$ cat config.mk
export PLATFORM = sky130hd
export DESIGN_NAME = cmd_parser_mc
export DESIGN_NICKNAME = d
export VERILOG_FILES = /design/src/rtl/cmd_parser_pkg.sv /design/src/rtl/tx_byte_sched.sv /design/src/rtl/cmd_parser_mc.sv
export SDC_FILE = /design/constraint.sdc
export NUM_CORES = 1
export LEC_CHECK = 0
export ABC_AREA = 1
export BUFFER_PORTS_ARGS = -buffer_cell sky130_fd_sc_hd__buf_2
export CAP_MARGIN = 20
export CORE_MARGIN = 2
export CORE_UTILIZATION = 24
export DETAILED_ROUTE_END_ITERATION = 7
export GPL_TIMING_DRIVEN = 0
export MAX_ROUTING_LAYER = met4
export SETUP_SLACK_MARGIN = 0.5
export SYNTH_ARGS = -nofsm -noshare
export SYNTH_HDL_FRONTEND = slang
export SYNTH_SLANG_ARGS = --single-unit
$ cat constraint.sdc
create_clock -name clk -period 4 [get_ports clk]
set_input_delay 0.8 -clock clk [delete_from_list [all_inputs] [get_ports clk]]
set_output_delay 0.8 -clock clk [all_outputs]
set_load 0.005 [all_outputs]
$ cat src/rtl/cmd_parser_pkg.sv
// Shared opcodes, response codes and FSM state encoding for the command parser.
// Pure declarations; no logic, no latency.
// Imported by the parser top and its sub-modules.
package cmd_parser_pkg;

  localparam logic [7:0] CMD_SET_HASH   = 8'h01;
  localparam logic [7:0] CMD_SEND_STR   = 8'h02;
  localparam logic [7:0] CMD_READ_MATCH = 8'h03;
  localparam logic [7:0] CMD_STATUS     = 8'h04;

  localparam logic [7:0] ACK         = 8'h01;
  localparam logic [7:0] NAK         = 8'hEE;
  localparam logic [7:0] NAK_TIMEOUT = 8'hEF;

  // IDLE must stay at zero so the state nibble on the LEDs reads 0 out of reset
  typedef enum logic [3:0] {
    IDLE      = 4'd0,
    GET_CH    = 4'd1,
    GET_HASH  = 4'd2,
    GET_LEN   = 4'd3,
    STREAM    = 4'd4,
    WAIT_DONE = 4'd5,
    RD_MATCH  = 4'd6,
    TX_RESP   = 4'd7,
    TX_WAIT   = 4'd8
  } state_e;

endpackage

$ cat src/rtl/tx_byte_sched.sv
// Paces response bytes onto the uart_tx start/data strobe interface.
// Latency: a byte accepted on edge N can strobe txd_start from edge N+1 onward.
// Backpressure: one-byte holding register; byte_rdy_o is low while a byte waits.
module tx_byte_sched (
  input  logic       clk_i,
  input  logic       reset_ni,
  input  logic       byte_vld_i,
  input  logic [7:0] byte_dat_i,
  output logic       byte_rdy_o,
  output logic       idle_o,
  input  logic       txd_busy_i,
  output logic       txd_start_o,
  output logic [7:0] txd_data_o
);

  logic       pend_q, pend_d;
  logic [7:0] hold_q, hold_d;
  logic       start_q, start_d;
  logic [7:0] data_q, data_d;

  assign byte_rdy_o  = !pend_q;
  // Idle means nothing held, no strobe in flight and the transmitter is free
  assign idle_o      = !pend_q && !start_q && !txd_busy_i;
  assign txd_start_o = start_q;
  assign txd_data_o  = data_q;

  // Issue the held byte when the transmitter is free and no strobe went out last cycle
  always_comb begin
    pend_d  = pend_q;
    hold_d  = hold_q;
    start_d = 1'b0;
    data_d  = data_q;
    if (pend_q && !txd_busy_i && !start_q) begin
      start_d = 1'b1;
      data_d  = hold_q;
      pend_d  = 1'b0;
    end
    if (byte_vld_i && !pend_q) begin
      pend_d = 1'b1;
      hold_d = byte_dat_i;
    end
  end

  // Holding register and strobe outputs, synchronous active-low reset
  always_ff @(posedge clk_i) begin
    if (!reset_ni) begin
      pend_q  <= 1'b0;
      hold_q  <= 8'h00;
      start_q <= 1'b0;
      data_q  <= 8'h00;
    end else begin
      pend_q  <= pend_d;
      hold_q  <= hold_d;
      start_q <= start_d;
      data_q  <= data_d;
    end
  end

endmodule

$ cat src/rtl/cmd_parser_mc.sv
// Multi-channel UART command parser: loads hashes, broadcasts strings, returns match results.
// Latency: hash_we/str_valid/str_start 1 cycle after the triggering rx strobe; responses 1-2 cycles later.
// Backpressure: none on rx (bytes arriving while responding are dropped and flagged); tx waits on txd_busy.
module cmd_parser_mc
  import cmd_parser_pkg::*;
#(
  parameter int HASH_BITS      = 128,
  parameter int NUM_CH         = 4,
  parameter int MATCH_BYTES    = 19,
  parameter int TIMEOUT_CYCLES = 12_000_000
) (
  input  logic                    clk,
  input  logic                    reset,
  input  logic [7:0]              rxd_data,
  input  logic                    rxd_data_ready,
  input  logic                    txd_busy,
  output logic                    txd_start,
  output logic [7:0]              txd_data,
  output logic [HASH_BITS-1:0]    hash_data,
  output logic [NUM_CH-1:0]       hash_we,
  output logic                    str_start,
  output logic [7:0]              str_data,
  output logic                    str_valid,
  output logic                    str_last,
  input  logic [NUM_CH-1:0]       proc_done,
  input  logic [NUM_CH-1:0]       match_found,
  input  logic [16*NUM_CH-1:0]    match_pos,
  output logic [$clog2(NUM_CH):0] match_sel,
  output logic [7:0]              match_rd_addr,
  input  logic [7:0]              match_rd_data,
  output logic [7:0]              leds
);

  localparam int              HASH_BYTES = HASH_BITS / 8;
  localparam int              SELW       = $clog2(NUM_CH) + 1;
  localparam int              TW         = $clog2(TIMEOUT_CYCLES + 1);
  localparam logic [7:0]      NUM_CH_B   = 8'(NUM_CH);
  localparam logic [15:0]     HASH_LAST  = 16'(HASH_BYTES - 1);
  // READ_MATCH response index of the final byte: 3 header bytes then the string
  localparam logic [15:0]     RESP_LAST  = 16'(MATCH_BYTES + 2);
  localparam logic [TW-1:0]   TMO_LAST   = TW'(TIMEOUT_CYCLES - 1);

  state_e                state_q, state_d;
  logic [7:0]            cmd_q, cmd_d;
  logic [7:0]            ch_q, ch_d;
  logic [15:0]           cnt_q, cnt_d;
  logic [15:0]           len_q, len_d;
  logic [HASH_BITS-1:0]  hash_q, hash_d;
  logic [NUM_CH-1:0]     hash_we_q, hash_we_d;
  logic                  str_start_q, str_start_d;
  logic                  str_valid_q, str_valid_d;
  logic                  str_last_q, str_last_d;
  logic [7:0]            str_data_q, str_data_d;
  logic [SELW-1:0]       sel_q, sel_d;
  logic [7:0]            rd_addr_q, rd_addr_d;
  logic [7:0]            resp_q, resp_d;
  logic                  use_rd_q, use_rd_d;
  logic                  more_q, more_d;
  logic [TW-1:0]         tmo_q, tmo_d;
  logic                  nak_q, nak_d;
  logic                  tmo_seen_q, tmo_seen_d;
  logic                  ovr_q, ovr_d;

  logic                  tx_vld, tx_rdy, tx_idle;
  logic [7:0]            tx_dat;
  logic                  timed, tmo_hit;
  logic                  found_sel;
  logic [15:0]           pos_sel;
  logic [NUM_CH-1:0]     ch_onehot;

  tx_byte_sched u_tx (
    .clk_i       (clk),
    .reset_ni    (reset),
    .byte_vld_i  (tx_vld),
    .byte_dat_i  (tx_dat),
    .byte_rdy_o  (tx_rdy),
    .idle_o      (tx_idle),
    .txd_busy_i  (txd_busy),
    .txd_start_o (txd_start),
    .txd_data_o  (txd_data)
  );

  // Per-channel views of the latched channel byte; an out-of-range channel selects nothing
  always_comb begin
    found_sel = 1'b0;
    pos_sel   = 16'h0000;
    ch_onehot = '0;
    for (int c = 0; c < NUM_CH; c++) begin
      if (ch_q == 8'(c)) begin
        found_sel    = match_found[c];
        pos_sel      = match_pos[16*c +: 16];
        ch_onehot[c] = 1'b1;
      end
    end
  end

  // Next-state and datapath: command decode, byte counting, response sequencing, timeout
  always_comb begin
    state_d     = state_q;
    cmd_d       = cmd_q;
    ch_d        = ch_q;
    cnt_d       = cnt_q;
    len_d       = len_q;
    hash_d      = hash_q;
    hash_we_d   = '0;
    str_start_d = 1'b0;
    str_valid_d = 1'b0;
    str_last_d  = 1'b0;
    str_data_d  = str_data_q;
    sel_d       = sel_q;
    rd_addr_d   = rd_addr_q;
    resp_d      = resp_q;
    use_rd_d    = use_rd_q;
    more_d      = more_q;
    nak_d       = nak_q;
    tmo_seen_d  = tmo_seen_q;
    ovr_d       = ovr_q;
    tx_vld      = 1'b0;
    tx_dat      = use_rd_q ? match_rd_data : resp_q;

    // The inter-byte timer only runs while a command is waiting for more input
    timed   = (state_q == GET_CH) || (state_q == GET_HASH) ||
              (state_q == GET_LEN) || (state_q == STREAM);
    tmo_d   = (rxd_data_ready || !timed) ? '0 : tmo_q + TW'(1);
    tmo_hit = timed && !rxd_data_ready && (tmo_q == TMO_LAST);

    if (rxd_data_ready && ((state_q == WAIT_DONE) || (state_q == RD_MATCH) ||
                           (state_q == TX_RESP) || (state_q == TX_WAIT))) begin
      ovr_d = 1'b1;
    end

    if (tmo_hit) begin
      // Abandoned command: a stream in progress gets no str_last, the next str_start restarts it
      resp_d     = NAK_TIMEOUT;
      tmo_seen_d = 1'b1;
      state_d    = TX_RESP;
    end else begin
      case (state_q)
        IDLE: begin
          if (rxd_data_ready) begin
            cmd_d = rxd_data;
            cnt_d = 16'h0000;
            case (rxd_data)
              CMD_SET_HASH, CMD_READ_MATCH: state_d = GET_CH;
              CMD_SEND_STR:                 state_d = GET_LEN;
              CMD_STATUS: begin
                resp_d  = 8'(match_found);
                state_d = TX_RESP;
              end
              default: begin
                resp_d  = NAK;
                nak_d   = 1'b1;
                state_d = TX_RESP;
              end
            endcase
          end
        end
        GET_CH: begin
          if (rxd_data_ready) begin
            ch_d  = rxd_data;
            cnt_d = 16'h0000;
            if (cmd_q == CMD_SET_HASH) begin
              state_d = GET_HASH;
            end else if (rxd_data < NUM_CH_B) begin
              sel_d   = rxd_data[SELW-1:0];
              state_d = RD_MATCH;
            end else begin
              resp_d  = NAK;
              nak_d   = 1'b1;
              state_d = TX_RESP;
            end
          end
        end
        GET_HASH: begin
          if (rxd_data_ready) begin
            hash_d = (hash_q << 8) | HASH_BITS'(rxd_data);
            cnt_d  = cnt_q + 16'd1;
            if (cnt_q == HASH_LAST) begin
              // Bad channel still consumes every hash byte but writes nothing
              hash_we_d = ch_onehot;
              if (ch_q < NUM_CH_B) begin
                resp_d = ACK;
              end else begin
                resp_d = NAK;
                nak_d  = 1'b1;
              end
              state_d = TX_RESP;
            end
          end
        end
        GET_LEN: begin
          if (rxd_data_ready) begin
            if (cnt_q == 16'h0000) begin
              len_d = {rxd_data, len_q[7:0]};
              cnt_d = 16'd1;
            end else begin
              len_d = {len_q[15:8], rxd_data};
              cnt_d = 16'h0000;
              if ({len_q[15:8], rxd_data} == 16'h0000) begin
                resp_d  = ACK;
                state_d = TX_RESP;
              end else begin
                str_start_d = 1'b1;
                state_d     = STREAM;
              end
            end
          end
        end
        STREAM: begin
          if (rxd_data_ready) begin
            str_valid_d = 1'b1;
            str_data_d  = rxd_data;
            cnt_d       = cnt_q + 16'd1;
            if (cnt_q + 16'd1 == len_q) begin
              str_last_d = 1'b1;
              state_d    = WAIT_DONE;
            end
          end
        end
        WAIT_DONE: begin
          if (&proc_done) begin
            resp_d  = ACK;
            state_d = TX_RESP;
          end
        end
        RD_MATCH: begin
          // One cycle here covers the synchronous read of the address set on entry
          case (cnt_q)
            16'd0:   resp_d = {7'b0, found_sel};
            16'd1:   resp_d = pos_sel[15:8];
            16'd2:   resp_d = pos_sel[7:0];
            default: resp_d = 8'h00;
          endcase
          use_rd_d = (cnt_q > 16'd2);
          more_d   = (cnt_q != RESP_LAST);
          state_d  = TX_RESP;
        end
        TX_RESP: begin
          tx_vld = 1'b1;
          if (tx_rdy) begin
            state_d  = more_q ? TX_WAIT : IDLE;
            use_rd_d = 1'b0;
            more_d   = 1'b0;
          end
        end
        TX_WAIT: begin
          if (tx_idle) begin
            cnt_d     = cnt_q + 16'd1;
            rd_addr_d = 8'(cnt_q - 16'd2);
            state_d   = RD_MATCH;
          end
        end
        default: state_d = IDLE;
      endcase
    end
  end

  // FSM state register
  always_ff @(posedge clk) begin
    if (!reset) begin
      state_q <= IDLE;
    end else begin
      state_q <= state_d;
    end
  end

  // Datapath, output and sticky-flag registers
  always_ff @(posedge clk) begin
    if (!reset) begin
      cmd_q       <= 8'h00;
      ch_q        <= 8'h00;
      cnt_q       <= 16'h0000;
      len_q       <= 16'h0000;
      hash_q      <= '0;
      hash_we_q   <= '0;
      str_start_q <= 1'b0;
      str_valid_q <= 1'b0;
      str_last_q  <= 1'b0;
      str_data_q  <= 8'h00;
      sel_q       <= '0;
      rd_addr_q   <= 8'h00;
      resp_q      <= 8'h00;
      use_rd_q    <= 1'b0;
      more_q      <= 1'b0;
      tmo_q       <= '0;
      nak_q       <= 1'b0;
      tmo_seen_q  <= 1'b0;
      ovr_q       <= 1'b0;
    end else begin
      cmd_q       <= cmd_d;
      ch_q        <= ch_d;
      cnt_q       <= cnt_d;
      len_q       <= len_d;
      hash_q      <= hash_d;
      hash_we_q   <= hash_we_d;
      str_start_q <= str_start_d;
      str_valid_q <= str_valid_d;
      str_last_q  <= str_last_d;
      str_data_q  <= str_data_d;
      sel_q       <= sel_d;
      rd_addr_q   <= rd_addr_d;
      resp_q      <= resp_d;
      use_rd_q    <= use_rd_d;
      more_q      <= more_d;
      tmo_q       <= tmo_d;
      nak_q       <= nak_d;
      tmo_seen_q  <= tmo_seen_d;
      ovr_q       <= ovr_d;
    end
  end

  assign hash_data     = hash_q;
  assign hash_we       = hash_we_q;
  assign str_start     = str_start_q;
  assign str_valid     = str_valid_q;
  assign str_last      = str_last_q;
  assign str_data      = str_data_q;
  assign match_sel     = sel_q;
  assign match_rd_addr = rd_addr_q;
  assign leds          = {state_q, nak_q, tmo_seen_q, ovr_q, (state_q != IDLE)};

endmodule

==> impl_summary.txt, run 1 <==
----------------------------------------------------
[Critical path]
  Crit-path most repeated cell ... nor2_2
  Crit path largest cell delay ... 0.38 ns
  Required time worst endpoint ... 3.20 ns
  Cell depth of the worst flop-to-flop path ... 7
  Critical register-to-register path endpoint ... hash_data[124]
  Class of the most critical setup path ... flip-flop to output port
  Cell type of the slowest stage on the worst timing path ... dfxtp_1
  CP Launch Type ... flip-flop
  Sequence of cells on the critical path ... nor2_2, inv_2, nor2_2, inv_1, buf_2
  Critical path destination ... leds[0]
  R2R setup slack ... 1.55 ns
  Start point of the critical path ... state_q[1]
  Crit path arrival time ... 1.86 ns
  Nature of the critical path endpoint ... output port
  Critical register-to-register path startpoint ... state_q[2]
  Maximum net fanout on the critical path ... 7

[Synthesis]
  Yosys warnings ... 0
  Synthesis-stage register bit count ... 261
  Nets in the synthesized netlist ... 1737
  Number of synthesized flops with an enable pin ... 0
  Synthesized cell area ... 11700 µm²
  Count of cell types in the netlist ... 53
  Mean cell area of the mapped netlist ... 7.14 µm²
  Async SR Flop Fraction ... 0%
  Flip-flop cell with the highest count after synthesis ... dfxtp_1
  Count of mapped cells out of synthesis ... 1638
  Sequential fraction of the synthesis area ... 44.6%

[Power and ir drop]
  Sequential cell fraction of total power ... 37.8%
  Internal portion of total power ... 0.00575 W
  Power share of the combinational group ... 24.9%
  Clock share of power ... 37.3%
  Switching share of power ... 33.7%
  Total Power ... 0.00868 W
  Cell Pwr Density ... 580 nW/µm²
  Power spent charging and discharging nets ... 0.00293 W
  Worst-case vdd ir drop ... 356 µV
  Static Leak ... 7.10 nW

[Job]
  Max Cap Viol ... 0

[Clock tree]
  Number of buffers added for setup after CTS ... 0
  Clock Latency Late Sink ... 0.55 ns
  Clock sink total ... 261
  Clock tree from TritonCTS ... built
  Number of resized instances in the post-cts repair step ... 0
  Buffer depth of the longest clock path ... 3
  Quantity of hold-fixing buffers added after cts ... 0
  Clock buffer count from CTS ... 34
  CTS clock-pin slew for the worst setup and hold paths ... 0.05 ns
  Root buffer cell ... clkbuf_16
  Clock H-tree levels ... 2

[Min path]
  Worst min-delay path startpoint ... match_sel[0]
  Type of the worst min-delay path ... flip-flop to flip-flop

[Timing]
  Number of pins exceeding their max-slew limit in the final report ... 0
  Clock period minus final worst setup slack ... 2.66 ns
  Slew at the pin closest to its max-slew limit ... 0.856 ns
  Post-route fraction of the period consumed by the critical path ... 66.4%
  Setup TNS ... 0 ns
  Hold Vio Cnt, Final ... 0
  Setup clock skew after layout ... 0.0194 ns
  Fmax achieved ... 0.376 GHz
  Unrepaired setup endpoints after global routing ... false
  Worst slew margin relative to its limit ... 42.9%
  Number of setup violations in the final report ... 0

[Global routing]
  Largest net degree at the start of global routing ... 13
  First-pass GRT wire length ... 64500 µm
  GRT Residual Overflow ... 0
  Gr usage total ... 16.8%
  Number of antenna violations at the first check in global routing ... 2
  Via count of the first global-routing pass ... 11700

[Placement]
  Port Buf Inserts ... 261
  Final weighted congestion of routability-driven global placement ... 0.907
  Placed inst area ... 13800 µm²
  Estimated wirelength of the detail-placed design ... 32800 µm

[Routing]
  First-pass iteration count of the detailed router ... 5
  Starting DRT DRC Count ... 639
  Average detailed-routed wire length per instance ... 16.4 µm
  Via count ... 12000
  DRC violations left ... 0
  Total wire length after detailed routing ... 42200 µm
  Antenna Nets Post-Route ... 0
  Via/cell ratio ... 4.66

[Cells and area]
  Final layout net count ... 2034
  Final design area excluding fillers ... 15000 µm²
  Area growth from synthesis to layout ... 27.9%
  Layout cell share with drive strength beyond 1 ... 20.6%

[Floorplan]
  Horizontal die dimension ... 225 µm
  Core Area ... 47900 µm²
  Effective utilization at floorplan ... 24.4%
  Top Ports ... 263
  Die Y ... 225 µm
  Number of placement rows ... 80
  Die area ... 50500 µm²

[Run status]
  Status ... completed

----------------------------------------------------
[synth_stat cells, drive strengths merged (2+ instances only)]
| cell | number | area share, % |
|---|---|---|
| nor3 | 20 | 1.1 |
| dfxtp | 261 | 45 |
| clkinv | 3 | 0.096 |
| nand4 | 26 | 1.5 |
| or2 | 4 | 0.21 |
| xor2 | 10 | 0.75 |
| inv | 141 | 4.5 |
| nor2 | 379 | 13 |
| nand2 | 227 | 7.7 |
| buf | 22 | 1.3 |
| a221o | 3 | 0.26 |
| a211oi | 5 | 0.32 |
| a31oi | 11 | 0.59 |
| a21oi | 89 | 3.8 |
| o22ai | 2 | 0.16 |
| ha | 7 | 0.75 |
| nand3 | 98 | 4.4 |
| a22oi | 3 | 0.19 |
| nand3b | 2 | 0.13 |
| nor3b | 4 | 0.26 |
| xnor2 | 3 | 0.22 |
| clkbuf | 58 | 1.9 |
| nor4 | 2 | 0.11 |
| o211ai | 11 | 0.71 |
| a32oi | 2 | 0.15 |
| o21ai | 237 | 10 |
[cells by family after synthesis]
family                   synth area share [%]
buffers and inverters                    7.80
AO/OA/AOI/OAI                            16.8
XOR/XNOR                                 1.37
flip-flops                               44.6
AND/OR/NAND/NOR                          28.6
adder cells (fa/ha/maj)                 0.748
[worst min path at each step]
stage / to / depth (start not counted)
floorplan: tmo_q[0] / 1
global placement: tmo_q[0] / 1
detailed placement: match_sel[1] / 2
CTS: match_sel[1] / 2
global route: match_sel[2] / 2
finish: match_sel[0] / 2
[final cells by class]
class	instances	area, µm²
Timing Repair Buffer	261	1310
Inverter	144	541
Antenna cell	1	2.50
Multi-Input combinational cell	1153	5560
Clock inverter	17	245
Buffer	80	373
Fill cell	5145	33000
Sequential cell	261	5230
Clock buffer	43	945
Tap cell	615	769
[critical path: cells and delay by family, from the launching register on]
family / cells / cell delay, ns
AND/OR/NAND/NOR: 2 / 0.46
buffers and inverters: 3 / 0.47
flip-flops: 1 / 0.38
[power groups by stage]
stage | clock network (W) | logic, W | registers (W)
after detailed placement | 0 | 0.00217 | 0.00333
after global routing | 0.00343 | 0.00245 | 0.00333
final | 0.00324 | 0.00216 | 0.00329
after floorplan | 0 | 0.00129 | 0.00328
after global placement | 0 | 0.00216 | 0.00332
after CTS | 0.00333 | 0.00218 | 0.00328
[registers in the layout, indices dropped and copies added, names as in the netlist, 16 cells and up]
name	flops
cnt_q	16
hash_data	128
tmo_q	24
len_q	16
[metal layers]
| layer | track usage, % | up-vias | share of wire (%) | wire [µm] |
|---|---|---|---|---|
| li1 | - | 5971 | - | - |
| met1 | 19.8 | 5587 | 42 | 17800 |
| met2 | 27.7 | 366 | 47 | 20000 |
| met3 | 4.59 | 75 | 7.7 | 3230 |
| met4 | 5.28 | 0 | 2.6 | 1100 |
| met5 | - | - | 0 | 0 |
[stage by stage]
step / instances / utilization, % / hold slack (ns) / setup WS [ns]
2_1_floorplan: 1638 / - / 0.418 / 1.84
3_3_place_gp: 2514 / 28.7 / 0.428 / 1.17
3_5_place_dp: 2514 / 28.7 / 0.437 / 1.07
4_1_cts: 2574 / 31.2 / 0.446 / 1.32
5_1_grt: 2575 / 31.2 / 0.461 / 1.24
6_report: 2575 / 31.2 / 0.441 / 1.34
[cell usage in the layout (no fill, tap or decap), types with 3 or more instances in the layout]
cell / Yosys / layout
nor3_1: 16 / 16
clkinv_1: 3 / 3
nand2_2: 13 / 13
nand3_1: 95 / 95
xor2_1: 10 / 10
nor2_2: 16 / 16
nand4_1: 25 / 25
a31oi_1: 11 / 11
nand2_1: 212 / 212
clkbuf_8: 0 / 6
inv_2: 12 / 12
clkbuf_16: 0 / 34
buf_2: 7 / 268
inv_1: 129 / 129
clkinv_2: 0 / 4
a22oi_1: 3 / 3
a211oi_1: 5 / 5
nor3b_1: 4 / 4
o21ai_1: 16 / 16
dfxtp_1: 261 / 261
or2_2: 3 / 3
a21oi_1: 89 / 89
bufinv_16: 0 / 5
clkbuf_1: 58 / 61
nor2_1: 356 / 356
xnor2_1: 3 / 3
o21ai_0: 219 / 219
buf_4: 11 / 11
buf_6: 3 / 3
o211ai_1: 11 / 11
a221o_1: 3 / 3
ha_1: 7 / 7
clkinv_4: 0 / 3
nor2_4: 6 / 6
Note: power is estimated with default switching activity, not from simulation.
==> inputs of run 2 (changes only) <==
--- a/config.mk
+++ b/config.mk
@@ -5,7 +5,7 @@
 export SDC_FILE = /design/constraint.sdc
 export NUM_CORES = 1
 export LEC_CHECK = 0
-export ABC_AREA = 1
+export ABC_AREA = 0
 export BUFFER_PORTS_ARGS = -buffer_cell sky130_fd_sc_hd__buf_2
 export CAP_MARGIN = 20
 export CORE_MARGIN = 2
==> constraint.sdc (replaced) <==
create_clock -name clk -period 2.4 [get_ports clk]
set_input_delay 0.48 -clock clk [delete_from_list [all_inputs] [get_ports clk]]
set_output_delay 0.48 -clock clk [all_outputs]
set_load 0.005 [all_outputs]
==> impl_summary.txt, run 2 <==
----------------------------------------------------
[Routing]
  Via count ... 12400 (was 12000)
  Antenna Nets Post-Route ... 0 (unchanged)
  Total wire length after detailed routing ... 46400 µm (was 42200 µm)
  Average detailed-routed wire length per instance ... 18.6 µm (was 16.4 µm)
  Starting DRT DRC Count ... 899 (was 639)
  Via/cell ratio ... 4.97 (was 4.66)
  DRC violations left ... 0 (unchanged)
  First-pass iteration count of the detailed router ... 6 (was 5)

[Global routing]
  GRT Residual Overflow ... 0 (unchanged)
  Global routing usage on met3 ... 3.21% (was 4.59%)
  Gr usage total ... 17.2% (was 16.8%)
  Met2 Resource Use GR ... 27.7% (about the same)
  Number of antenna violations at the first check in global routing ... 0 (was 2)
  Via count of the first global-routing pass ... 11600 (was 11700)
  Met1 Resource Use GR ... 21.9% (was 19.8%)
  Gr busiest metal ... met2 (unchanged)
  First-pass GRT wire length ... 66300 µm (was 64500 µm)
  Largest net degree at the start of global routing ... 16 (was 13)

[Clock tree]
  Clock sink total ... 261 (unchanged)
  Clock tree from TritonCTS ... built (unchanged)
  Clock buffer count from CTS ... 31 (was 34)
  Clock H-tree levels ... 1 (was 2)
  CTS clock-pin slew for the worst setup and hold paths ... 0.06 ns (was 0.05 ns)
  Root buffer cell ... clkbuf_16 (unchanged)
  Clock Latency Late Sink ... 0.59 ns (was 0.55 ns)
  Buffer depth of the longest clock path ... 3 (unchanged)

[Synthesis]
  Yosys warnings ... 0 (unchanged)
  Async SR Flop Fraction ... 0% (unchanged)
  Most instantiated library cell after synthesis ... nand2_1 (was nor2_1)
  Count of cell types in the netlist ... 73 (was 53)
  Synthesis-stage register bit count ... 261 (unchanged)
  Largest family of logic cells by synthesized area ... simple AND/OR/NAND/NOR gates (unchanged)
  Nets in the synthesized netlist ... 1544 (was 1737)
  Number of synthesized flops with an enable pin ... 0 (unchanged)
  Share of the synthesized area in the top cell type ... 44.8% (was 44.6%)
  Most frequent cells after synthesis ... nand2_1 (325), dfxtp_1 (261), a21oi_1 (182), nor2_1 (127), clkbuf_1 (84) (was nor2_1 (356), dfxtp_1 (261), o21ai_0 (219), nand2_1 (212), inv_1 (129))
  Share of synthesized area spent on multiplexers ... 4.44% (was 0%)
  Simple-gate share of the synthesized area ... 25.9% (was 28.6%)
  Synthesized cell area ... 11700 µm² (about the same)
  Mean cell area of the mapped netlist ... 8.07 µm² (was 7.14 µm²)
  Post-synthesis adder-cell area fraction ... 0.751% (was 0.748%)
  Area fraction in compound gates after synthesis ... 16.1% (was 16.8%)
  Sequential fraction of the synthesis area ... 44.8% (was 44.6%)
  Flip-flop cell with the highest count after synthesis ... dfxtp_1 (unchanged)
  Largest cells by area after synthesis ... dfxtp_1 (45%), nand2_1 (10%), a21oi_1 (7.8%), nor2_1 (4.1%), mux2i_1 (3.9%) (was dfxtp_1 (45%), nor2_1 (11%), o21ai_0 (9.4%), nand2_1 (6.8%), inv_1 (4.1%))
  Count of mapped cells out of synthesis ... 1445 (was 1638)
  Synth Area in XOR/XNOR ... 3.43% (was 1.37%)
  Synth area leader ... dfxtp_1 (unchanged)

[Timing]
  Setup TNS ... -0.414 ns (was 0 ns)
  Worst slew margin relative to its limit ... 41.4% (was 42.9%)
  Number of pins exceeding their max-slew limit in the final report ... 0 (unchanged)
  Worst-case setup margin in the final layout ... -0.0909 ns (was 1.34 ns)
  Hold Vio Cnt, Final ... 0 (unchanged)
  Slew at the pin closest to its max-slew limit ... 0.879 ns (was 0.856 ns)
  Clock period minus final worst setup slack ... 2.49 ns
  Fmax achieved ... 0.401 GHz
  Setup clock skew after layout ... 0.0297 ns (was 0.0194 ns)
  Post-route fraction of the period consumed by the critical path ... 104%
  Number of setup violations in the final report ... 7 (was 0)
  Unrepaired setup endpoints after global routing ... true (was false)

[Critical path]
  Required time worst endpoint ... 2.89 ns (was 3.20 ns)
  Crit-path most repeated cell ... buf_6 (was nor2_2)
  Crit path largest cell delay ... 0.53 ns (was 0.38 ns)
  Sequence of cells on the critical path ... buf_6, or4_4, buf_8, nor4_4, buf_6, a21oi_2, o22ai_1, nand4_1, a221oi_2 (was nor2_2, inv_2, nor2_2, inv_1, buf_2)
  Crit path arrival time ... 2.99 ns (was 1.86 ns)
  Class of the most critical setup path ... flip-flop to flip-flop (was flip-flop to output port)
  Cell type of the slowest stage on the worst timing path ... or4_4 (was dfxtp_1)
  R2R setup slack ... -0.09 ns (was 1.55 ns)
  Nature of the critical path endpoint ... flip-flop (was output port)
  CP Launch Type ... flip-flop (unchanged)
  Maximum net fanout on the critical path ... 9 (was 7)

[Cells and area]
  Largest register FFs ... 128 (unchanged)
  Area growth from synthesis to layout ... 53.2% (was 27.9%)
  Most common library cell in the layout ignoring fill and taps ... nand2_1 (was nor2_1)
  Layout cell share with drive strength beyond 1 ... 40.6% (was 20.6%)
  # diodes ... 0 (was 1)
  Leading cell types in the layout, fill and taps excluded ... nand2_1 (285), buf_2 (263), dfxtp_1 (233) (was nor2_1 (356), buf_2 (268), dfxtp_1 (261))
  Final layout net count ... 1950 (was 2034)

[Floorplan]
  Horizontal die dimension ... 224 µm (was 225 µm)
  Top Ports ... 263 (unchanged)
  Number of placement rows ... 80 (unchanged)
  Die area ... 50400 µm² (was 50500 µm²)
  Effective utilization at floorplan ... 24.4% (about the same)
  Die Y ... 224 µm (was 225 µm)
  Core Area ... 47800 µm² (was 47900 µm²)

[Placement]
  Estimated wirelength of the detail-placed design ... 32100 µm (was 32800 µm)
  Port Buf Inserts ... 258 (was 261)
  Final weighted congestion of routability-driven global placement ... 0.912 (was 0.907)

[Power and ir drop]
  Static Leak ... 7.31 nW (was 7.10 nW)
  Total Power ... 0.0143 W (was 0.00868 W)
  Worst-case vdd ir drop ... 503 µV (was 356 µV)
  Cell Pwr Density ... 798 nW/µm² (was 580 nW/µm²)

[Run status]
  Failing checks ... setup timing
  Status ... finished, violations left (was completed)

[Job]
  Max Cap Viol ... 0 (unchanged)

[Min path]
  Type of the worst min-delay path ... input port to flip-flop (was flip-flop to flip-flop)

----------------------------------------------------
## run 2: path summary, 6_finish.rpt
check	endpoint	cells past startpoint	startpoint
worst max-delay path	resp_q[5]	9	cnt_q[8]
worst max register to register	resp_q[5]	9	cnt_q[8]
worst min-delay path	u_tx.hold_q[0]	3	match_rd_data[0]
worst min register to register	match_sel[2]	2	match_sel[2]
## run 2: final cells by class
| cell class | instances | area [µm²] |
|---|---|---|
| buffer | 109 | 1050 |
| clock buffer | 36 | 835 |
| clock inverter | 22 | 290 |
| fill | 4766 | 30000 |
| inverter | 18 | 82.6 |
| multi-input combinational | 1057 | 7140 |
| sequential | 261 | 5280 |
| tap | 615 | 769 |
| timing repair buffer | 373 | 2420 |
## run 2: logic make-up (layout without fill, tap and decap cells)
group,count (synthesis),count (layout)
muxes,48,48
buffers and inverters,127,558
adders and majority gates,7,7
AOI/OAI and AO/OA,313,313
DFF,261,261
xor gates and xnor gates,44,44
and+or+nand+nor,645,645
## run 2: where the power goes
part | switching, W | total (W) | internal (W) | leakage [nW]
Clock | 0.00202 | 0.00516 | 0.00315 | 0.551
Sequential | 0.000172 | 0.00471 | 0.00454 | 2.12
Combinational | 0.00236 | 0.00438 | 0.00203 | 4.64
Total | 0.00455 | 0.0143 | 0.00971 | 7.31
## run 2: timing repair
action / 4_1_cts / 5_1_grt
buffers inserted: 74 / 34
resized for setup: 257 / 254
setup endpoints to repair: 236 / 211
gates cloned: 1 / 6
hold buffers: 0 / 0
pin swaps: 67 / 80
## run 2: through the flow
step	instances	util, %	hold slack (ns)	area (µm²)	setup WS, ns
floorplan	1445	-	0.418	11900	0.0761
global placement	2318	29.2	0.423	14000	-1.02
detailed placement	2318	29.2	0.418	14000	-0.987
CTS	2451	34.9	0.224	16700	-0.117
global route	2491	37.3	0.252	17900	-0.216
finish	2491	37.3	0.255	17900	-0.0909
## run 2: layer usage
| layer | vias up | share of wire [%] |
|---|---|---|
| met5 | - | 0 |
| met4 | 0 | 3.1 |
| met3 | 91 | 6.1 |
| met2 | 424 | 47 |
| met1 | 5998 | 44 |
| li1 | 5856 | - |
## run 2: critical path: cells and delay by family (launching register included)
kind	cells	cell delay [ns]
buffers and inverters	3	0.51
AO/OA/AOI/OAI	3	0.54
AND/OR/NAND/NOR	3	1.04
flip-flops	1	0.31
